$ cat src/rtl/seq_pattern_gen_if.sv
// rtl/seq_pattern_gen_if.sv - job request and serial output bundle for seq_pattern_gen
interface seq_pattern_gen_if #(
    parameter int WIDTH = 8,
    parameter int RW    = 4
);
    localparam int LW = $clog2(WIDTH + 1);

    logic             start;
    logic [WIDTH-1:0] pattern;
    logic [LW-1:0]    len;
    logic [RW-1:0]    reps;
    logic             dout;
    logic             dvalid;
    logic             busy;
    logic             done;

    // Controller side: issues jobs and watches the serial stream
    modport master (
        output start, pattern, len, reps,
        input  dout, dvalid, busy, done
    );

    // Generator side
    modport slave (
        input  start, pattern, len, reps,
        output dout, dvalid, busy, done
    );
endinterface

$ cat src/rtl/seq_pattern_gen.sv
// rtl/seq_pattern_gen.sv - serial test-pattern transmitter, MSB first, with repeat passes
module seq_pattern_gen #(
    parameter int WIDTH = 8,
    parameter int RW    = 4
) (
    input  logic                 clk,
    input  logic                 clr,
    seq_pattern_gen_if.slave     bus
);
    localparam int LW = $clog2(WIDTH + 1);
    localparam logic [LW-1:0] WIDTH_LW = LW'(WIDTH);

    typedef enum logic [1:0] {IDLE, SHIFT, DONE} state_t;

    state_t           state_q, state_d;
    // pat_q keeps the job pattern left-aligned so bit L-1 sits at the MSB;
    // sr_q holds the bits still to go in the current pass.
    logic [WIDTH-1:0] pat_q, pat_d;
    logic [WIDTH-1:0] sr_q, sr_d;
    logic [LW-1:0]    lm1_q, lm1_d;
    logic [LW-1:0]    bit_cnt_q, bit_cnt_d;
    logic [RW-1:0]    pass_cnt_q, pass_cnt_d;
    logic             dout_q, dout_d;
    logic             dvalid_q, dvalid_d;
    logic             busy_q, busy_d;
    logic             done_q, done_d;

    logic [LW-1:0]    l_eff;
    logic [WIDTH-1:0] aligned;

    // Effective length and MSB-aligned copy of the incoming pattern
    always_comb begin
        l_eff = bus.len;
        if (bus.len == '0 || bus.len > WIDTH_LW) begin
            l_eff = WIDTH_LW;
        end
        aligned = bus.pattern << (WIDTH_LW - l_eff);
    end

    // Next-state and next-output logic; outputs default to the idle value
    always_comb begin
        state_d    = state_q;
        pat_d      = pat_q;
        sr_d       = sr_q;
        lm1_d      = lm1_q;
        bit_cnt_d  = bit_cnt_q;
        pass_cnt_d = pass_cnt_q;
        dout_d     = 1'b0;
        dvalid_d   = 1'b0;
        busy_d     = 1'b0;
        done_d     = 1'b0;
        case (state_q)
            IDLE: begin
                if (bus.start) begin
                    pat_d      = aligned;
                    sr_d       = aligned << 1;
                    lm1_d      = l_eff - LW'(1);
                    bit_cnt_d  = l_eff - LW'(1);
                    pass_cnt_d = bus.reps;
                    dout_d     = aligned[WIDTH-1];
                    dvalid_d   = 1'b1;
                    busy_d     = 1'b1;
                    state_d    = SHIFT;
                end
            end
            SHIFT: begin
                if (bit_cnt_q != '0) begin
                    bit_cnt_d = bit_cnt_q - LW'(1);
                    dout_d    = sr_q[WIDTH-1];
                    sr_d      = sr_q << 1;
                    dvalid_d  = 1'b1;
                    busy_d    = 1'b1;
                end else if (pass_cnt_q != '0) begin
                    // Next pass follows bit 0 with no gap
                    pass_cnt_d = pass_cnt_q - RW'(1);
                    bit_cnt_d  = lm1_q;
                    dout_d     = pat_q[WIDTH-1];
                    sr_d       = pat_q << 1;
                    dvalid_d   = 1'b1;
                    busy_d     = 1'b1;
                end else begin
                    done_d  = 1'b1;
                    state_d = DONE;
                end
            end
            DONE: begin
                state_d = IDLE;
            end
            default: begin
                state_d = IDLE;
            end
        endcase
    end

    // State and registered outputs; clr aborts everything immediately
    always_ff @(posedge clk or posedge clr) begin
        if (clr) begin
            state_q    <= IDLE;
            pat_q      <= '0;
            sr_q       <= '0;
            lm1_q      <= '0;
            bit_cnt_q  <= '0;
            pass_cnt_q <= '0;
            dout_q     <= 1'b0;
            dvalid_q   <= 1'b0;
            busy_q     <= 1'b0;
            done_q     <= 1'b0;
        end else begin
            state_q    <= state_d;
            pat_q      <= pat_d;
            sr_q       <= sr_d;
            lm1_q      <= lm1_d;
            bit_cnt_q  <= bit_cnt_d;
            pass_cnt_q <= pass_cnt_d;
            dout_q     <= dout_d;
            dvalid_q   <= dvalid_d;
            busy_q     <= busy_d;
            done_q     <= done_d;
        end
    end

    assign bus.dout   = dout_q;
    assign bus.dvalid = dvalid_q;
    assign bus.busy   = busy_q;
    assign bus.done   = done_q;
endmodule

$ cat src/flat_wrapper.sv
// flat-port wrapper written by rule: the top's interface ports become plain ports
module seq_pattern_gen_flat 
#(
    parameter int WIDTH = 8,
    parameter int RW    = 4
)
  (clk, clr, bus_start, bus_pattern, bus_len, bus_reps, bus_dout, bus_dvalid, bus_busy, bus_done);
  seq_pattern_gen_if #(.WIDTH(WIDTH), .RW(RW)) bus_i ();
  input  logic clk;
  input  logic clr;
  input wire logic [$bits(bus_i.start)-1:0] bus_start;
  input wire logic [$bits(bus_i.pattern)-1:0] bus_pattern;
  input wire logic [$bits(bus_i.len)-1:0] bus_len;
  input wire logic [$bits(bus_i.reps)-1:0] bus_reps;
  output wire logic [$bits(bus_i.dout)-1:0] bus_dout;
  output wire logic [$bits(bus_i.dvalid)-1:0] bus_dvalid;
  output wire logic [$bits(bus_i.busy)-1:0] bus_busy;
  output wire logic [$bits(bus_i.done)-1:0] bus_done;
  assign bus_i.start = bus_start;
  assign bus_i.pattern = bus_pattern;
  assign bus_i.len = bus_len;
  assign bus_i.reps = bus_reps;
  assign bus_dout = bus_i.dout;
  assign bus_dvalid = bus_i.dvalid;
  assign bus_busy = bus_i.busy;
  assign bus_done = bus_i.done;
  seq_pattern_gen #(.WIDTH(WIDTH), .RW(RW)) u_core (.clk(clk), .clr(clr), .bus(bus_i));
endmodule
$ cat config.mk
export PLATFORM = sky130hd
export DESIGN_NAME = seq_pattern_gen_flat
export DESIGN_NICKNAME = d
export VERILOG_FILES = /design/src/rtl/seq_pattern_gen_if.sv /design/src/rtl/seq_pattern_gen.sv /design/src/flat_wrapper.sv
export SDC_FILE = /design/constraint.sdc
export NUM_CORES = 1
export LEC_CHECK = 0
export BUFFER_PORTS_ARGS = -buffer_cell sky130_fd_sc_hd__buf_4
export CAP_MARGIN = 20
export CORE_AREA = 2 2 67 63
export DETAILED_ROUTE_END_ITERATION = 7
export DIE_AREA = 0 0 69 65
export PLACE_DENSITY_LB_ADDON = 0.2
export SETUP_SLACK_MARGIN = 0.3
export SYNTH_ARGS = -nofsm -noshare
export SYNTH_HDL_FRONTEND = slang
export SYNTH_SLANG_ARGS = --single-unit
$ cat constraint.sdc
create_clock -name clk -period 4.8 [get_ports clk]
set_clock_uncertainty 0.05 [all_clocks]
set_input_delay 0 -clock clk [delete_from_list [all_inputs] [get_ports clk]]
set_output_delay 0 -clock clk [all_outputs]
set_load 0.01 [all_outputs]
# Yosys cells after proc, flatten, opt, wreduce, memory -nomap -nowiden
# Index checks and enable logic that the tools add are counted.
# classes
n_addsub,4
order_cmp,1
n_eq_ne,6
n_shift,1
muxes,28
n_reduce_logical,10
# op_table
cell,n
two-way mux 4 bit,7
two-way mux 8 bit,3
case mux 4 bit (2 select lines),2
case mux 8 bit (2 select lines),1
subtractor 4 x 1 -> 4 bit (second input constant),3
two-way mux 1 bit,9
nonzero test 4 bit,2
<< shifter 8 x 4 -> 8 bit,1
two-way mux 2 bit,3
!= test 2 bit (second input constant),3
AND reduction 3 bit,2
> comparator 4 bit (second input constant),1
zero test 4 bit,1
case mux 1 bit (2 select lines),2
case mux 2 bit (2 select lines),1
AND reduction 4 bit,1
subtractor 4 bit (first input constant),1
!= test 3 x 1 -> 1 bit (second input constant),1
== test 2 x 1 -> 1 bit (second input constant),1
zero test 2 bit,1
!= test 2 x 1 -> 1 bit (second input constant),1
AND reduction 2 bit,1
nonzero test 2 bit,1
logical OR 1 bit,1
# totals
register_bits,33
inputBits,19
output_inout_bits,4
elab_cells,59

# Longest topological paths before layout
# Gate-level depths: netlist (run 1).
# logic_depth
ltp_word,7
mapped_depth,11
mapped_depth_nobuf,9

# Least setup slack after synthesis (run 1)
# OpenSTA, ideal clock, no wires.
# synth_timing
path_kind,register to register
startpoint,register u_core.bit_cnt_q[0]
endpoint,register u_core.bit_cnt_q[0]
setup_ns,0.137
t_arrival_ns,1.749
t_required_ns,4.613
slack_ns,2.864
path_stages_with_launch,11
synth_period_minus_slack_ns,1.936
path_cell_list,dfrtp_1 -> inv_1 -> ha_1 -> or3b_1 -> buf_6 -> nor2_4 -> a21o_4 -> inv_4 -> buf_6 -> o22ai_1 -> a31oi_1
# synth_via
elab_chain_cells,3
word_cells_on_any_way,6
# synth_lines
element,line,text
"start, declared",seq_pattern_gen.sv:21,"logic [LW-1:0] bit_cnt_q, bit_cnt_d;"
"start signal, assigned",seq_pattern_gen.sv:113,bit_cnt_q <= bit_cnt_d;
subtractor 4 x 1 -> 4 bit or nonzero test 4 bit (tied branches),"seq_pattern_gen.sv:68, seq_pattern_gen.sv:67",
two-way mux 4 bit or != test 3 x 1 -> 1 bit (tied branches),-,
case mux 4 bit (2 select lines) or AND reduction 3 bit (tied branches),-,
# Parallel ways exist; a longest one is shown, timed or not.
# A chain may end at the register's enable or synchronous reset.

# Worst setup path after layout (run 1)
# Same ends and word-level chain as after synthesis.

==> metrics, run 1 <==
outcome=completed; Total Neg Setup Slack=0 ns; DR DRC count=0; design area=0.00219 mm2; vias in the first global route=1498; CTS Sinks=32; post-synthesis cell count=201; synthesis-to-finish area growth=16.0%; Post-DRT Antenna Nets=0; Main synth FF type=dfrtp_1; fmax=0.453 GHz; PD cells=553 mW/mm2; initial drt markers=124; max-cap viol count=0; post-DR vias/cell=5.66; die area=0.00449 mm2; register area share after synthesis=0.424; Synth Area per Inst=9.40 um2; Tightest Pin Transition=0.859 ns; Tmin final=2.21 ns; worst setup margin=2.59 ns; Worst Path Arrival=2.36 ns; Syn. warnings=0; average wire per standard cell=14.8 um; pre-CTS setup slack=2.36 ns; syn_nets=223; number of top-level pins=23; clk root buf=clkbuf_8; overflow left after global routing=0; ANT cells=0; gp weighted congestion=0.855; Clock Tree Buf Depth=2; cell taking the most area after synthesis=dfrtp_1; CP Data Required Time=4.95 ns; top post-synthesis cells by count=dfrtp_1 (32), nand2_1 (23), nor2_1 (22); Crit Path Max Fanout=18; RSZ-0062 raised after global routing=false; post-synth top area share=0.424; reg2reg setup slack=2.59 ns; gr usage total=0.203; crit path kind=reg2reg; via count=1557; drt total wl=4060 um; Starting Density=0.490; Die Y=65 um; CTS tree=built; CP Capture Type=flop; pin count of the biggest net entering global routing=33; first-pass GRT wire length=7060 um; antenna violations before repair=0; fillers=360; fraction of registers with async set/reset=1.00; Core ar.=0.00385 mm2; FF+latch area=801 um2; clk_lat worst skew=0.29 ns; fraction of layout cells with a size suffix above 1=0.194; Die X-Extent=69 um; Seq cells post-synth=32; Worst setup SP type=flop; Area after DPL=0.00205 mm2; Mapped Area=0.00189 mm2; Slew Viols, Final=0; Tcrit/Tclk final=0.460; number of synthesized flops with an enable pin=0; CTS HTree Levels=2; slew margin rel.=0.426; dpl hpwl=2970 um; Worst-path clk slew=0.06 ns; HP Class=in2reg; multi-input logic area=976 um2; Final nets=248; Final Hold Viols=0; most frequent cell after synthesis=dfrtp_1; Area contributors post-synth=dfrtp_1 (42%), mux2i_1 (7.4%), o21ai_0 (5.3%), nand2_1 (4.6%), nor2_1 (4.4%); CTS Buf Count=5; Max IR drop VDD=185 uV; Yosys cell types=47; IO buf count=22; Row Count=22; drt first pass iters=4; Leak=0.999 nW; final setup fails=0
-- repair_timing --
item	4_1_cts	5_1_grt
hold buffers	5	0
setup buffers	0	0
endpoints found under the hold margin	36	0
resized for setup	0	0
-- critical path, cell delays in order (launching register included) --
cell and delay [ns]:
dfrtp_1 0.40, inv_1 0.07, ha_1 0.21, or3b_1 0.50, nor2_4 0.16, a21o_4 0.18, inv_4 0.09, nand2_4 0.17
o22ai_1 0.11, a31oi_1 0.17
-- cell families after synthesis --
group	count (synthesis)	synth area share
DFF	32	0.424
and+or+nand+nor	74	0.195
muxes	19	0.116
adders and majority gates	3	0.0199
xor gates and xnor gates	2	0.0132
buffers and inverters	19	0.0596
AOI/OAI and AO/OA	52	0.173
-- worst paths after layout --
check                                                startpoint                              end  depth (start not counted)
worst min register to register      u_core.pat_q[0]$_DFFE_PP0P_      u_core.pat_q[0]$_DFFE_PP0P_                          2
worst max register to register  u_core.bit_cnt_q[0]$_DFFE_PP0P_  u_core.bit_cnt_q[0]$_DFFE_PP0P_                          9
min in group asynchronous                                   clr       u_core.sr_q[2]$_DFFE_PP0P_                          4
worst max-delay path            u_core.bit_cnt_q[0]$_DFFE_PP0P_  u_core.bit_cnt_q[0]$_DFFE_PP0P_                          9
max in group asynchronous                                   clr  u_core.bit_cnt_q[0]$_DFFE_PP0P_                          4
worst min-delay path                                  bus_start  u_core.bit_cnt_q[3]$_DFFE_PP0P_                          4
-- cell usage in the layout, fill, tap and decap left out, types with 2 or more instances in the layout --
cell / count
clkbuf_8: 6
dlygate4sd3_1: 5
buf_4: 24
mux2i_1: 14
ha_1: 3
o21ai_0: 20
clkinv_2: 2
nor2_1: 22
o311ai_0: 2
a31oi_1: 4
inv_1: 7
o2111ai_1: 2
o211ai_1: 3
nand2_1: 23
o22ai_1: 2
nor3_1: 4
mux2_2: 3
dfrtp_1: 32
mux4_2: 2
a21oi_1: 10
nand2b_1: 4
nor3b_1: 3
nor2b_1: 2
nand3_1: 6
-- state kept, by name (all words and copies together) (netlist names) --
register,cells
u_core.bit_cnt_q,4
u_core.pat_q,8
u_core.sr_q,7
u_core.bus.dout,1
u_core.bus.dvalid,1
u_core.lm1_q,4
u_core.state_q,2
u_core.bus.done,1
u_core.pass_cnt_q,4
-- power breakdown --
part	leakage [nW]	internal, mW	switching, mW
clock	0.0510	0.114	0.0970
sequential	0.401	0.380	0.0749
combinational	0.547	0.231	0.314
total	0.999	0.726	0.486
-- cell type report --
type	instances	share of cell area
inverter	8	0.0148
clock inverter	2	0.00457
sequential	32	0.365
clock buffer	6	0.0377
timing repair buffer	29	0.105
multi-input combinational	150	0.445
tap	48	0.0274
-- routing by layer --
metal  wire length, um  global-route usage
met1              1880               0.270
met2              1830               0.320
met3               279              0.0560
met4                72              0.0735
met5                 0                   0
-- per-stage QoR --
step / power (mW) / cells / hold slack, ns / util
final: 1.21 / 275 / 0.0549 / 0.569
after global routing: 1.33 / 275 / 0.0882 / 0.569
after CTS: 1.22 / 275 / 0.0564 / 0.569
after detailed placement: 0.997 / 262 / 0.0739 / 0.532
after global placement: 0.980 / 262 / 0.0610 / 0.532
after floorplan: 0.887 / 201 / 0.0662 / -
No activity file was read; power rests on OpenSTA's default activity.
==> inputs of run 2 (changes only) <==
--- a/config.mk
+++ b/config.mk
@@ -5,11 +5,12 @@
 export SDC_FILE = /design/constraint.sdc
 export NUM_CORES = 1
 export LEC_CHECK = 0
+export ABC_AREA = 1
 export BUFFER_PORTS_ARGS = -buffer_cell sky130_fd_sc_hd__buf_4
 export CAP_MARGIN = 20
-export CORE_AREA = 2 2 67 63
+export CORE_AREA = 2 2 68 63
 export DETAILED_ROUTE_END_ITERATION = 7
-export DIE_AREA = 0 0 69 65
+export DIE_AREA = 0 0 70 65
 export PLACE_DENSITY_LB_ADDON = 0.2
 export SETUP_SLACK_MARGIN = 0.3
 export SYNTH_ARGS = -nofsm -noshare
==> constraint.sdc (replaced) <==
create_clock -name clk -period 2.1 [get_ports clk]
set_clock_uncertainty 0.05 [all_clocks]
set_input_delay 0 -clock clk [delete_from_list [all_inputs] [get_ports clk]]
set_output_delay 0 -clock clk [all_outputs]
set_load 0.01 [all_outputs]
==> metrics, run 2 <==
pin count of the biggest net entering global routing=33 (unchanged); Mapped Area=0.00192 mm2 (+1.5%); fraction of registers with async set/reset=1.00 (unchanged); Worst Path Arrival=1.82 ns (-0.54 ns); HP Class=in2reg; Largest register FFs=8 (unchanged); post-DR vias/cell=5.09 (-10%); post-synth top area share=0.417 (-0.00636); area share of fa/ha/maj cells after synthesis=0.0196 (-0.000298); post-synthesis cell count=263 (+31%); Pwr Total=1.24 mW (+2.2%); Main synth FF type=dfrtp_1; first-pass GRT wire length=7290 um (+3.2%); Core ar.=0.00391 mm2 (+1.4%); crit path kind=reg2reg; post-synthesis simple-gate area fraction=0.327 (+0.132); Row Count=22 (unchanged); number of synthesized flops with an enable pin=0 (unchanged); Synth Area in Compound Gates=0.119 (-0.0535); commonest non-fill, non-tap cells in the layout=nand2_1 (69), inv_1 (36), nand3_1 (35); Syn. warnings=0 (unchanged); non-filler cells, final=340 (+24%); outcome=completed; dpl hpwl=3050 um (+2.7%); cell taking the most area after synthesis=dfrtp_1; design area=0.00225 mm2 (+2.7%); average wire per standard cell=12.3 um (-17%); clk root buf=clkbuf_8; post-synthesis mux area share=0 (-0.116); PD cells=550 mW/mm2 (-0.44%); CTS tree=built; Area contributors post-synth=dfrtp_1 (42%), nand2_1 (14%), nand3_1 (9.1%), inv_1 (7.0%), o21ai_0 (6.5%); RSZ-0062 raised after global routing=false; CTS HTree Levels=2 (unchanged); IO buf count=22 (unchanged); gr usage total=0.201 (-0.00243); Final Hold Viols=0 (unchanged); register area share after synthesis=0.417 (-0.00636); vias in the first global route=1592 (+6.3%); Die X-Extent=70 um (+1.4%); Largest stage delay, worst path=0.38 ns (-0.12 ns); Post-DRT Antenna Nets=0 (unchanged); CTS Buf Count=5 (unchanged); Starting Density=0.491 (about the same); main combinational cell family by area after synthesis=simple AND/OR/NAND/NOR gates; worst setup margin=0.436 ns (-2.15 ns); pre-CTS setup slack=0.416 ns (-1.95 ns); die area=0.00455 mm2 (+1.4%); Crit Path Max Fanout=22 (+4); most frequent cell after synthesis=nand2_1; Reg with most FFs=u_core.pat_q; ANT cells=0 (unchanged); post-layout util=0.576 (+0.00703); overflow left after global routing=0 (unchanged); max-cap viol count=0 (unchanged); drt first pass iters=4 (unchanged); CTS Sinks=32 (unchanged); worst path cell trace=inv_1 > ha_1 > nand2_2 > nor2_8 > nand2_4 > nand2_4 > nand2_8 > nand2_1 > inv_1 > a21oi_1; Final nets=313 (+26%); Worst setup SP type=flop; Area after DPL=0.00210 mm2 (+2.7%); DR DRC count=0 (unchanged); Hold Worst Slack=0.0198 ns (-0.0351 ns); Tcrit/Tclk final=0.792 (+0.332); Die Y=65 um (unchanged); slew margin rel.=0.730 (+0.304); number of top-level pins=23 (unchanged); Total Neg Setup Slack=0 ns (unchanged); gp weighted congestion=0.824 (-3.6%); CP Capture Type=flop; syn_nets=285 (+28%); top post-synthesis cells by count=nand2_1 (70), inv_1 (36), nand3_1 (35); Synth Area per Inst=7.29 um2 (-22%); fraction of layout cells with a size suffix above 1=0.171 (-0.0226); clk_lat worst skew=0.28 ns (about the same); synthesis-to-finish area growth=17.4%; XOR/XNOR Fraction of Synth Area=0.00457 (-0.00868); antenna violations before repair=0 (unchanged); CP max-delay cell=dfrtp_1; via count=1731 (+11%); CP Data Required Time=2.26 ns (-2.69 ns); largest registers=u_core.pat_q (8), u_core.sr_q (7); Slew Viols, Final=0 (unchanged); fmax=0.601 GHz (+33%); Tmin final=1.66 ns (-0.546 ns); Leak=1.23 nW (+23%); Tightest Pin Transition=0.405 ns (-0.454 ns); initial drt markers=68 (-45%); Seq cells post-synth=32 (unchanged); post-CTS setup buffer count=0 (unchanged); Cells after DPL=328 (+25%); Worst-path clk slew=0.07 ns (about the same); final setup fails=0 (unchanged); Clock Tree Buf Depth=2 (unchanged); Yosys cell types=24 (-49%); Max IR drop VDD=242 uV (+31%); drt total wl=4180 um (+2.9%); leading cell type in the layout, fill and taps excluded=nand2_1
==> run 2: cell types whose count changed in the layout (fill, tap and decap cells not counted), sizes merged, moves of 3 or more <==
cell    change
a21oi       -6
inv        +31
mux2        -3
mux2i      -14
nand2      +54
nand2b      -4
nand3      +29
nor3        -3
nor3b       -4
o21ai       +6
==> run 2: critical path, delay by kind of cell, from the launching register on <==
| kind | cells | cell delay (ns) |
|---|---|---|
| adder cells (fa/ha/maj) | 1 | 0.23 |
| AO/OA/AOI/OAI | 1 | 0.12 |
| buffers and inverters | 2 | 0.14 |
| AND/OR/NAND/NOR | 6 | 0.67 |
| flip-flops | 1 | 0.38 |
==> run 2: logic make-up after synthesis <==
kind of cell | Yosys count
xor gates and xnor gates | 1
DFF | 32
and+or+nand+nor | 138
buffers and inverters | 48
AOI/OAI and AO/OA | 41
adders and majority gates | 3
==> run 2: final cells by class <==
cell class,instances,area [um2]
Fill cell,379,1660
Multi-Input combinational cell,183,916
Sequential cell,32,801
Timing Repair Buffer,30,235
Inverter,39,146
Clock buffer,6,82.6
Tap cell,48,60.1
Clock inverter,2,10.0
==> run 2: per-layer routing <==
metal	up-vias	global-route usage	part of all wire
met3	7	0.0327	0.039
li1	894	-	-
met2	41	0.319	0.45
met1	789	0.284	0.49
met4	0	0.0577	0.014
met5	-	0	0
==> run 2: timing repair <==
item | 4_1_cts | 5_1_grt
hold buffers | 4 | 0
setup endpoints to repair | 0 | 4
hold endpoints to repair | 35 | 0
gates resized for setup | 0 | 3
==> run 2: worst paths after layout <==
path,from,cells after the start,slack (ns),to
min in group asynchronous,clr,4,0.32,u_core.lm1_q[2]$_DFFE_PP0P_
max reg2reg,u_core.bit_cnt_q[0]$_DFFE_PP0P_,10,0.44,u_core.sr_q[6]$_DFFE_PP0P_
max in group asynchronous,clr,4,1.39,u_core.bit_cnt_q[0]$_DFFE_PP0P_
max,u_core.bit_cnt_q[0]$_DFFE_PP0P_,10,0.44,u_core.sr_q[6]$_DFFE_PP0P_
min,bus_reps[0],5,0.02,u_core.pass_cnt_q[0]$_DFFE_PP0P_
min reg2reg,u_core.lm1_q[3]$_DFFE_PP0P_,2,0.45,u_core.lm1_q[3]$_DFFE_PP0P_
==> run 2: where the power goes <==
part	total (mW)	internal (mW)	switching, mW
Sequential	0.616	0.616	0
Clock	0.487	0.261	0.226
Combinational	0.135	0.0539	0.0811
Total	1.24	0.931	0.307
